<file path="config.mk">
export PLATFORM = sky130hd
export DESIGN_NAME = cpu_reg_file_sb
export DESIGN_NICKNAME = d
export VERILOG_FILES = /design/src/rtl/cpu_pkg.sv /design/src/rtl/cpu_reg_file_read_port.sv /design/src/rtl/cpu_reg_file_sb.sv
export SDC_FILE = /design/constraint.sdc
export NUM_CORES = 1
export LEC_CHECK = 0
export BUFFER_PORTS_ARGS = -buffer_cell sky130_fd_sc_hd__buf_2
export CELL_PAD_IN_SITES_DETAIL_PLACEMENT = 1
export CELL_PAD_IN_SITES_GLOBAL_PLACEMENT = 1
export CORE_UTILIZATION = 50
export DETAILED_ROUTE_END_ITERATION = 8
export PLACE_DENSITY = 0.82
export SLEW_MARGIN = 20
export SYNTH_ARGS = -nofsm -noshare
export SYNTH_HDL_FRONTEND = slang
export SYNTH_SLANG_ARGS = --single-unit
</file>
<file path="constraint.sdc">
create_clock -name clk -period 5.4 [get_ports clk]
set_input_delay 1.08 -clock clk [delete_from_list [all_inputs] [get_ports clk]]
set_output_delay 1.08 -clock clk [all_outputs]
set_load 0.05 [all_outputs]
</file>
<file path="src/rtl/cpu_pkg.sv">
// Shared definitions for the scoreboarded CPU register file: default sizes
// and the init/run state encoding.
package cpu_pkg;

    localparam int DEFAULT_REG_COUNT = 16;
    localparam int DEFAULT_REG_WIDTH = 16;

    typedef enum logic {
        CLEAR,
        RUN
    } rf_state_e;

endpackage

</file>
<file path="src/rtl/cpu_reg_file_read_port.sv">
// One combinational read port: zero-register check, same-cycle write forwarding
// (lowest write port wins among bypass-enabled ports) and readiness from the busy bit.
module cpu_reg_file_read_port
    import cpu_pkg::*;
#(
    parameter int                     ADDR_WIDTH  = 4,
    parameter int                     REG_WIDTH   = DEFAULT_REG_WIDTH,
    parameter int                     WRITE_PORTS = 2,
    parameter logic [WRITE_PORTS-1:0] BYPASS_MASK = '1
) (
    input  logic                              run,
    input  logic [ADDR_WIDTH-1:0]             addr,
    input  logic [REG_WIDTH-1:0]              stored_value,
    input  logic                              stored_busy,
    input  logic [WRITE_PORTS-1:0]            wr_en,
    input  logic [WRITE_PORTS-1:0]            wr_release,
    input  logic [WRITE_PORTS*ADDR_WIDTH-1:0] wr_addr,
    input  logic [WRITE_PORTS*REG_WIDTH-1:0]  wr_data,
    output logic [REG_WIDTH-1:0]              value,
    output logic                              ready
);

    logic [REG_WIDTH-1:0] fwd_data;
    logic                 fwd_release;

    // Walk from the highest index down so the lowest matching port has the final say.
    always_comb begin
        fwd_data    = stored_value;
        fwd_release = 1'b0;
        for (int w = WRITE_PORTS - 1; w >= 0; w--) begin
            if (BYPASS_MASK[w] && wr_en[w] && (wr_addr[w*ADDR_WIDTH +: ADDR_WIDTH] == addr)) begin
                fwd_data    = wr_data[w*REG_WIDTH +: REG_WIDTH];
                fwd_release = wr_release[w];
            end
        end
    end

    always_comb begin
        value = '0;
        ready = 1'b0;
        if (run) begin
            if (addr == '0) begin
                ready = 1'b1;
            end else begin
                value = fwd_data;
                ready = !stored_busy || fwd_release;
            end
        end
    end

endmodule

</file>
<file path="src/rtl/cpu_reg_file_sb.sv">
// Multi-ported register file with a per-register busy scoreboard. After reset
// it walks every register to zero before accepting reads, writes and claims.
module cpu_reg_file_sb
    import cpu_pkg::*;
#(
    parameter int                     REG_COUNT   = DEFAULT_REG_COUNT,
    parameter int                     REG_WIDTH   = DEFAULT_REG_WIDTH,
    parameter int                     READ_PORTS  = 2,
    parameter int                     WRITE_PORTS = 2,
    parameter logic [WRITE_PORTS-1:0] BYPASS_MASK = '1,
    localparam int                    ADDR_WIDTH  = $clog2(REG_COUNT)
) (
    input  logic                              clk,
    input  logic                              rst,
    input  logic [READ_PORTS*ADDR_WIDTH-1:0]  rs_addr,
    output logic [READ_PORTS*REG_WIDTH-1:0]   rs_value,
    output logic [READ_PORTS-1:0]             rs_ready,
    input  logic [WRITE_PORTS-1:0]            wr_en,
    input  logic [WRITE_PORTS*ADDR_WIDTH-1:0] wr_addr,
    input  logic [WRITE_PORTS*REG_WIDTH-1:0]  wr_data,
    input  logic [WRITE_PORTS-1:0]            wr_release,
    input  logic                              claim_en,
    input  logic [ADDR_WIDTH-1:0]             claim_addr,
    output logic                              init_done
);

    localparam logic [ADDR_WIDTH-1:0] LAST_ADDR = ADDR_WIDTH'(REG_COUNT - 1);

    rf_state_e             state_q, state_d;
    logic [ADDR_WIDTH-1:0] clr_cnt_q, clr_cnt_d;
    logic                  init_done_q, init_done_d;
    logic [REG_WIDTH-1:0]  regs_q [REG_COUNT];
    logic [REG_WIDTH-1:0]  regs_d [REG_COUNT];
    logic [REG_COUNT-1:0]  busy_q, busy_d;
    logic                  run;

    // Reads are suppressed while reset is held so outputs match the CLEAR state at once.
    assign run       = (state_q == RUN) && !rst;
    assign init_done = init_done_q && !rst;

    always_comb begin
        state_d     = state_q;
        clr_cnt_d   = clr_cnt_q;
        init_done_d = init_done_q;
        regs_d      = regs_q;
        busy_d      = busy_q;
        if (state_q == CLEAR) begin
            regs_d[clr_cnt_q] = '0;
            busy_d[clr_cnt_q] = 1'b0;
            clr_cnt_d         = clr_cnt_q + 1'b1;
            if (clr_cnt_q == LAST_ADDR) begin
                state_d     = RUN;
                init_done_d = 1'b1;
            end
        end else begin
            for (int w = WRITE_PORTS - 1; w >= 0; w--) begin
                if (wr_en[w] && (wr_addr[w*ADDR_WIDTH +: ADDR_WIDTH] != '0)) begin
                    regs_d[wr_addr[w*ADDR_WIDTH +: ADDR_WIDTH]] = wr_data[w*REG_WIDTH +: REG_WIDTH];
                end
            end
            for (int w = 0; w < WRITE_PORTS; w++) begin
                if (wr_en[w] && wr_release[w]) begin
                    busy_d[wr_addr[w*ADDR_WIDTH +: ADDR_WIDTH]] = 1'b0;
                end
            end
            // Applied after releases so a colliding claim leaves the register pending.
            if (claim_en && (claim_addr != '0)) begin
                busy_d[claim_addr] = 1'b1;
            end
        end
    end

    always_ff @(posedge clk) begin
        if (rst) begin
            state_q     <= CLEAR;
            clr_cnt_q   <= ADDR_WIDTH'(1);
            init_done_q <= 1'b0;
            busy_q      <= '0;
        end else begin
            state_q     <= state_d;
            clr_cnt_q   <= clr_cnt_d;
            init_done_q <= init_done_d;
            regs_q      <= regs_d;
            busy_q      <= busy_d;
        end
    end

    for (genvar r = 0; r < READ_PORTS; r++) begin : g_read
        logic [ADDR_WIDTH-1:0] rd_addr;
        assign rd_addr = rs_addr[r*ADDR_WIDTH +: ADDR_WIDTH];

        cpu_reg_file_read_port #(
            .ADDR_WIDTH (ADDR_WIDTH),
            .REG_WIDTH  (REG_WIDTH),
            .WRITE_PORTS(WRITE_PORTS),
            .BYPASS_MASK(BYPASS_MASK)
        ) u_port (
            .run         (run),
            .addr        (rd_addr),
            .stored_value(regs_q[rd_addr]),
            .stored_busy (busy_q[rd_addr]),
            .wr_en       (wr_en),
            .wr_release  (wr_release),
            .wr_addr     (wr_addr),
            .wr_data     (wr_data),
            .value       (rs_value[r*REG_WIDTH +: REG_WIDTH]),
            .ready       (rs_ready[r])
        );
    end

endmodule

</file>
Yosys cells after proc, flatten, opt, wreduce, memory -nomap -nowiden. Index checks and enable logic that the tools add are counted.

Bitwise operators: 15. Equal/unequal tests: 5. $mul: 0. Muxes and demuxes: 54. Reductions and logical operators: 29. Divide/modulo/power cells: 0. $add $sub $neg: 1. Magnitude comparators: 18. Shifts and indexed selects: 0.

Operators by type and width (number): 256-bit two-way mux (4); 256-bit bitwise mux (2); 16-bit two-way mux (21); 256-bit bitwise AND (1); 256-bit inverter (1); 16-bit demux with 4-bit select (3); 16-bit binary-select mux with 4-bit select (2); 16-bit bitwise AND (3); 16-bit inverter (3); 4-bit by 5-bit less-than comparator with 1-bit output, second input constant (6); 5-bit greater-or-equal comparator, second input constant (5); 4-bit inverter with 5-bit output (5); 1-bit logical AND (18); 1-bit demux with 4-bit select (4); 4-bit == test (4); 4-bit by 1-bit greater-or-equal comparator with 1-bit output, second input constant (4); 1-bit two-way mux (16); 16-bit OR (1); 5-bit by 1-bit less-than comparator with 1-bit output, second input constant (3); 4-bit nonzero test (3); 1-bit binary-select mux with 4-bit select (2); 4-bit zero test (2); 4-bit by 1-bit adder with 4-bit output, second input constant (1); 4-bit == test, second input constant (1); other kinds (4) (7).

Bits in latches: 0. Bits in writable memories: 0. Word-level logic and storage cells: 142. Memories kept: 0. Bits of input ports: 59. ROM bits: 0. Bits in registers: 278.

Depth between registers and ports, before layout.
Word-level depth: 14. Depth in mapped cells: 8.

Hierarchy. A second synthesis with hierarchy kept.

Cell total of the unflattened synthesis: 2213. Area, all modules: 21984.8 um^2.

Modules (own cells, without submodules): cpu_reg_file_sb (cells an instance 2021, times used 1, seq. area each 8127.8 um^2, area an instance 20470.9 um^2); cpu_reg_file_read_port (cells an instance 96, times used 2, seq. area each 0.0 um^2, area an instance 757.0 um^2).

Worst setup path before layout. Ideal clock, no wire load.

Kind: input to register. Start point: input rst. End point: register busy_q[13]. Setup slack: 840 ps. Required time: 5326 ps. Buffers on the path: 1. Stages on the path: 3. Arrival time: 4486 ps. Library setup time: 74 ps. Cells stage by stage: clkbuf_1 > inv_2 > a32o_1.

RTL lines: start, declared (RTL line cpu_reg_file_sb.sv:14) `input logic rst,`; end signal, assigned (RTL line cpu_reg_file_sb.sv:84) `busy_q <= busy_d;`; end, declared (RTL line cpu_reg_file_sb.sv:34) `logic [REG_COUNT-1:0] busy_q, busy_d;`.

No word-level cell between the ends.

Worst setup path in the final report.
Start point: input rs_addr[0]. End point: output rs_value[8].

Longest elaborated chain between the ends: 8. Elaborated cells on any way between the ends: 13. Those cells by class: 2 x eq/ne; 7 x mux; 1 x bitwise; 3 x reduce/logical.

RTL lines: start, declared (RTL line cpu_reg_file_sb.sv:15) `input logic [READ_PORTS*ADDR_WIDTH-1:0] rs_addr,`; 4-bit inverter with 5-bit output (implied by the code) (RTL line cpu_reg_file_sb.sv:100) `.stored_value(regs_q[rd_addr]),`; 16-bit binary-select mux with 4-bit select (RTL line cpu_reg_file_sb.sv:100); 16-bit two-way mux (implied by the code) (2 in a row) (RTL line cpu_reg_file_sb.sv:100); 16-bit two-way mux (2 in a row) (RTL line cpu_reg_file_read_port.sv:31) `if (BYPASS_MASK[w] && wr_en[w] && (wr_addr[w*ADDR_WIDTH +: ADDR_WIDTH] == addr)) begin`; 16-bit two-way mux * (RTL line cpu_reg_file_read_port.sv:42) `if (addr == '0) begin`; 16-bit two-way mux * (RTL line cpu_reg_file_read_port.sv:41) `if (run) begin`; end, declared (RTL line cpu_reg_file_sb.sv:16) `output logic [READ_PORTS*REG_WIDTH-1:0] rs_value,`.

Every way passes the cells marked *; elsewhere a longest branch is shown, timed or not. The select of a mux whose other input is x is not followed.

==> key figures <==
Placement
  • Placed cell count: around 2,800
  • PortBufs: 93
  • Area post-placement: ~24,000 um2
  • Gp weighted congestion: 0.9850
  • DP Wirelength: roughly 68,000 um

Timing
  • Max Slew Vio Count: 0
  • RSZ-0062 raised after global routing: no
  • Final-report hold violation count: 0
  • Endpoints failing setup: 0
  • Highest Clock Rate: 209.5 MHz
  • Post-route setup TNS: 0 ps
  • Skew final: 9.720 ps
  • Slew margin rel.: 0.2036
  • Hold Slack: about 450 ps
  • Slew at the pin closest to its max-slew limit: roughly 1200 ps
  • Fin crit share: 0.8840
  • Fin crit period: ~4800 ps

Global routing
  • First-pass GRT wire length: ~170,000 um
  • Largest net degree at the start of global routing: roughly 130
  • Global route overflow: 0
  • Initial antenna violation count: 9
  • Total global routing track utilization: 0.4801
  • Number of global-route vias before repair: between 20,000 and 30,000

Finish
  • Non-filler cells in the finished layout: between 2,000 and 3,000
  • Filler Cell Count: 5,071
  • Fin nets: between 2,000 and 2,500
  • Core Util, Final: 0.5419
  • Area of the multi-input gates: about 13,000 um2
  • Design area: 24,650 um2
  • P&R area growth vs syn: 6.712%
  • Share of post-route cells with drive strength above 1: 0.1824
  • Reg area: about 8100 um2

Drt
  • Routed WL per cell: approximately 39 um
  • Pre-antenna DRT Iters: 6
  • DR vias/cell: 8.858
  • Drt total wl: 114,800 um
  • Total number of vias: 25,790
  • Antenna violation net count after detailed routing: 0
  • DRC viols: 0
  • DR iter-0 viols: 4,830

Pwr
  • P per Cell Area: approximately 270 nW/um2
  • Static leakage: a little under 8 nW
  • VDD IR max: between 0.2 and 0.25 mV

Floorplanning
  • Initial core utilization: 0.5078
  • Chip height: 216.9 um
  • Die area: 47,050 um2
  • I/O pins: 94
  • Die W: 216.9 um
  • Row count: about 80
  • CORE AREA: 45,480 um2

Worst setup path
  • Slowest stage delay, CP: a little over 800 ps
  • CP top delay family: compound AO/OA/AOI/OAI gates
  • Reg-to-reg setup timing slack: roughly 2400 ps
  • Critical path class: in2out
  • CP Capture Type: output pin
  • RR Endpoint: regs_q[134]$_DFFE_PN_
  • Slowest CP cell: o22ai_2
  • R2r worst-path depth: 3
  • Startpoint class of the critical path: input port
  • Buffers plus inverters on the worst setup path: 2
  • Reg-to-Reg Start: state_q$_SDFF_PP0_
  • Crit path max fanout: 20
  • Critical Path RT: 4320 ps
  • Critical path arrival: 3690 ps
  • CP cell instances: buf_4, xnor2_1, nand3_1, o22ai_2, o221a_1, buf_2

Min path
  • Worst hold start: busy_q[0]$_SDFF_PP0_
  • Worst hold endpoint: busy_q[0]$_SDFF_PP0_
  • Hold Path Class: reg2reg
  • Hold depth: 2

Synth
  • Top_reg_cell synth: edfxtp_1
  • Largest area contributor in the netlist: edfxtp_1
  • Post-Synthesis Cell Area: about 23,000 um2
  • Synthesized instance count: roughly 2,400
  • Main combinational cell family by area after synthesis: compound AO/OA/AOI/OAI gates
  • Top-area cell type share of the netlist area: 0.3328
  • Synth Area in Compound Gates: 0.2278
  • Dominant cells by area after synthesis: edfxtp_1 (33%), nand3_1 (16%), mux4_2 (13%)
  • Post-synth cell types: 75
  • Post-synthesis simple-gate area fraction: 0.1982
  • Net Count, Synth: between 2,000 and 2,500
  • Number of synthesized flops with an enable pin: around 260
  • Number of synthesized register bits: ~280
  • Total number of yosys warnings: 0
  • Top-count cell post-synth: nand3_1
  • Mux contribution to synthesized area: 0.1328
  • FFs w/ async S/R, synth: 0
  • Syn avg cell area: between 9 and 10 um2
  • Sequential share of the synthesized area: 0.3519
  • Most frequent cells after synthesis: nand3_1 (730), edfxtp_1 (256), a32o_1 (243), o21ai_0 (213), clkbuf_1 (186)
  • Xor/xnor share of the synthesized area: 0.007855
  • Post-synthesis adder-cell area fraction: 0.002167

Clock tree
  • CTS Hold Buffers Added: 0
  • CTS tree: done
  • Clock sink count: ~280
  • Worst-skew pair later-pin latency: between 500 and 600 ps
  • Clk slew on worst S/H paths: about 50 ps
  • Num CTS Buffers: 37
  • Post-CTS setup buffer count: 0
  • Longest Clk Path Bufs: 3
  • Post-CTS resize count: 0
  • H-tree depth: 2
  • Root Buffer: clkbuf_16

Flow run
  • Count of maximum capacitance violations: 0

Status
  • Status: finished, final reports clean
## how the worst max path moves through the flow
stage,from,endpoint,cells after the start
3_3_place_gp,rs_addr[0],rs_value[3],7
2_1_floorplan,rst,busy_q[13]$_SDFF_PP0_,3
5_1_grt,rs_addr[0],rs_value[8],6
3_5_place_dp,rs_addr[0],rs_value[7],7
6_report,rs_addr[0],rs_value[8],6
4_1_cts,rs_addr[0],rs_value[7],7
## metal layers
layer | track usage | vias up | routed length [um]
li1 | - | 9488 | -
met1 | 0.5954 | 12670 | 37830
met2 | 0.6863 | 2845 | 47950
met3 | 0.1796 | 783 | 19320
met4 | 0.3441 | 6 | 9671
met5 | 0 | - | 41
## kinds of logic (layout without fill, tap and decap cells)
family          after synthesis  after routing
other cells                   0              3
buf+inv                     382            283
simple gates                895            895
flops                       278            278
mux                         139            139
xor+xnor                     19             19
fa+ha+maj                     4              4
compound gates              690            690
## worst register-to-register path, delay by kind of cell (launching register included)
family,cells,cell delay (ps)
buffers and inverters,2,1790
flip-flops,1,670
AO/OA/AOI/OAI,1,410
## layout make-up
class / instances / share of cell area
Antenna cell: 3 / 0.0003046
Clock buffer: 49 / 0.04112
Clock inverter: 17 / 0.004163
Inverter: 31 / 0.005026
Multi-Input combinational cell: 1747 / 0.5374
Sequential cell: 278 / 0.3299
Tap cell: 600 / 0.03046
Timing Repair Buffer: 186 / 0.05158
## flip-flops by register name (all words and copies together) (netlist names)
register and count:
state_q 1, clr_cnt_q 4, busy_q 16, regs_q 256
init_done_q 1
## through the flow
stage	power (mW)	setup WS (ps)
2_1_floorplan	3.649	839.6
3_3_place_gp	4.064	968.9
3_5_place_dp	4.143	954.8
4_1_cts	6.521	943.3
5_1_grt	6.725	666.5
6_report	6.660	626.5
## cell usage in the layout, fill, tap and decap left out, types with 6 or more instances in the layout
master	netlist	layout
o221a_1	28	28
o31a_1	15	15
a21oi_1	14	11
buf_12	0	8
mux4_2	134	134
buf_4	25	88
clkbuf_1	186	10
nor2_1	46	44
clkinv_1	0	11
o22ai_1	60	60
nor2b_1	27	23
edfxtp_1	256	256
nand3_1	730	730
a221oi_1	7	7
a31oi_1	19	19
xor2_1	6	6
o21ai_1	42	42
a32o_1	243	243
nand2b_1	12	10
clkbuf_16	0	39
o21ai_0	213	213
inv_1	30	30
dfxtp_1	22	21
a21oi_2	12	14
xnor2_1	11	11
buf_2	114	90
nand2_1	35	34
## where the power goes
part / internal (mW) / leakage, nW / switching (mW)
clock: 1.36 / 0.540 / 1.08
combinational: 0.525 / 4.66 / 0.947
sequential: 2.56 / 2.71 / 0.186
total: 4.45 / 7.90 / 2.21
Power figures use the tool's default switching activity.
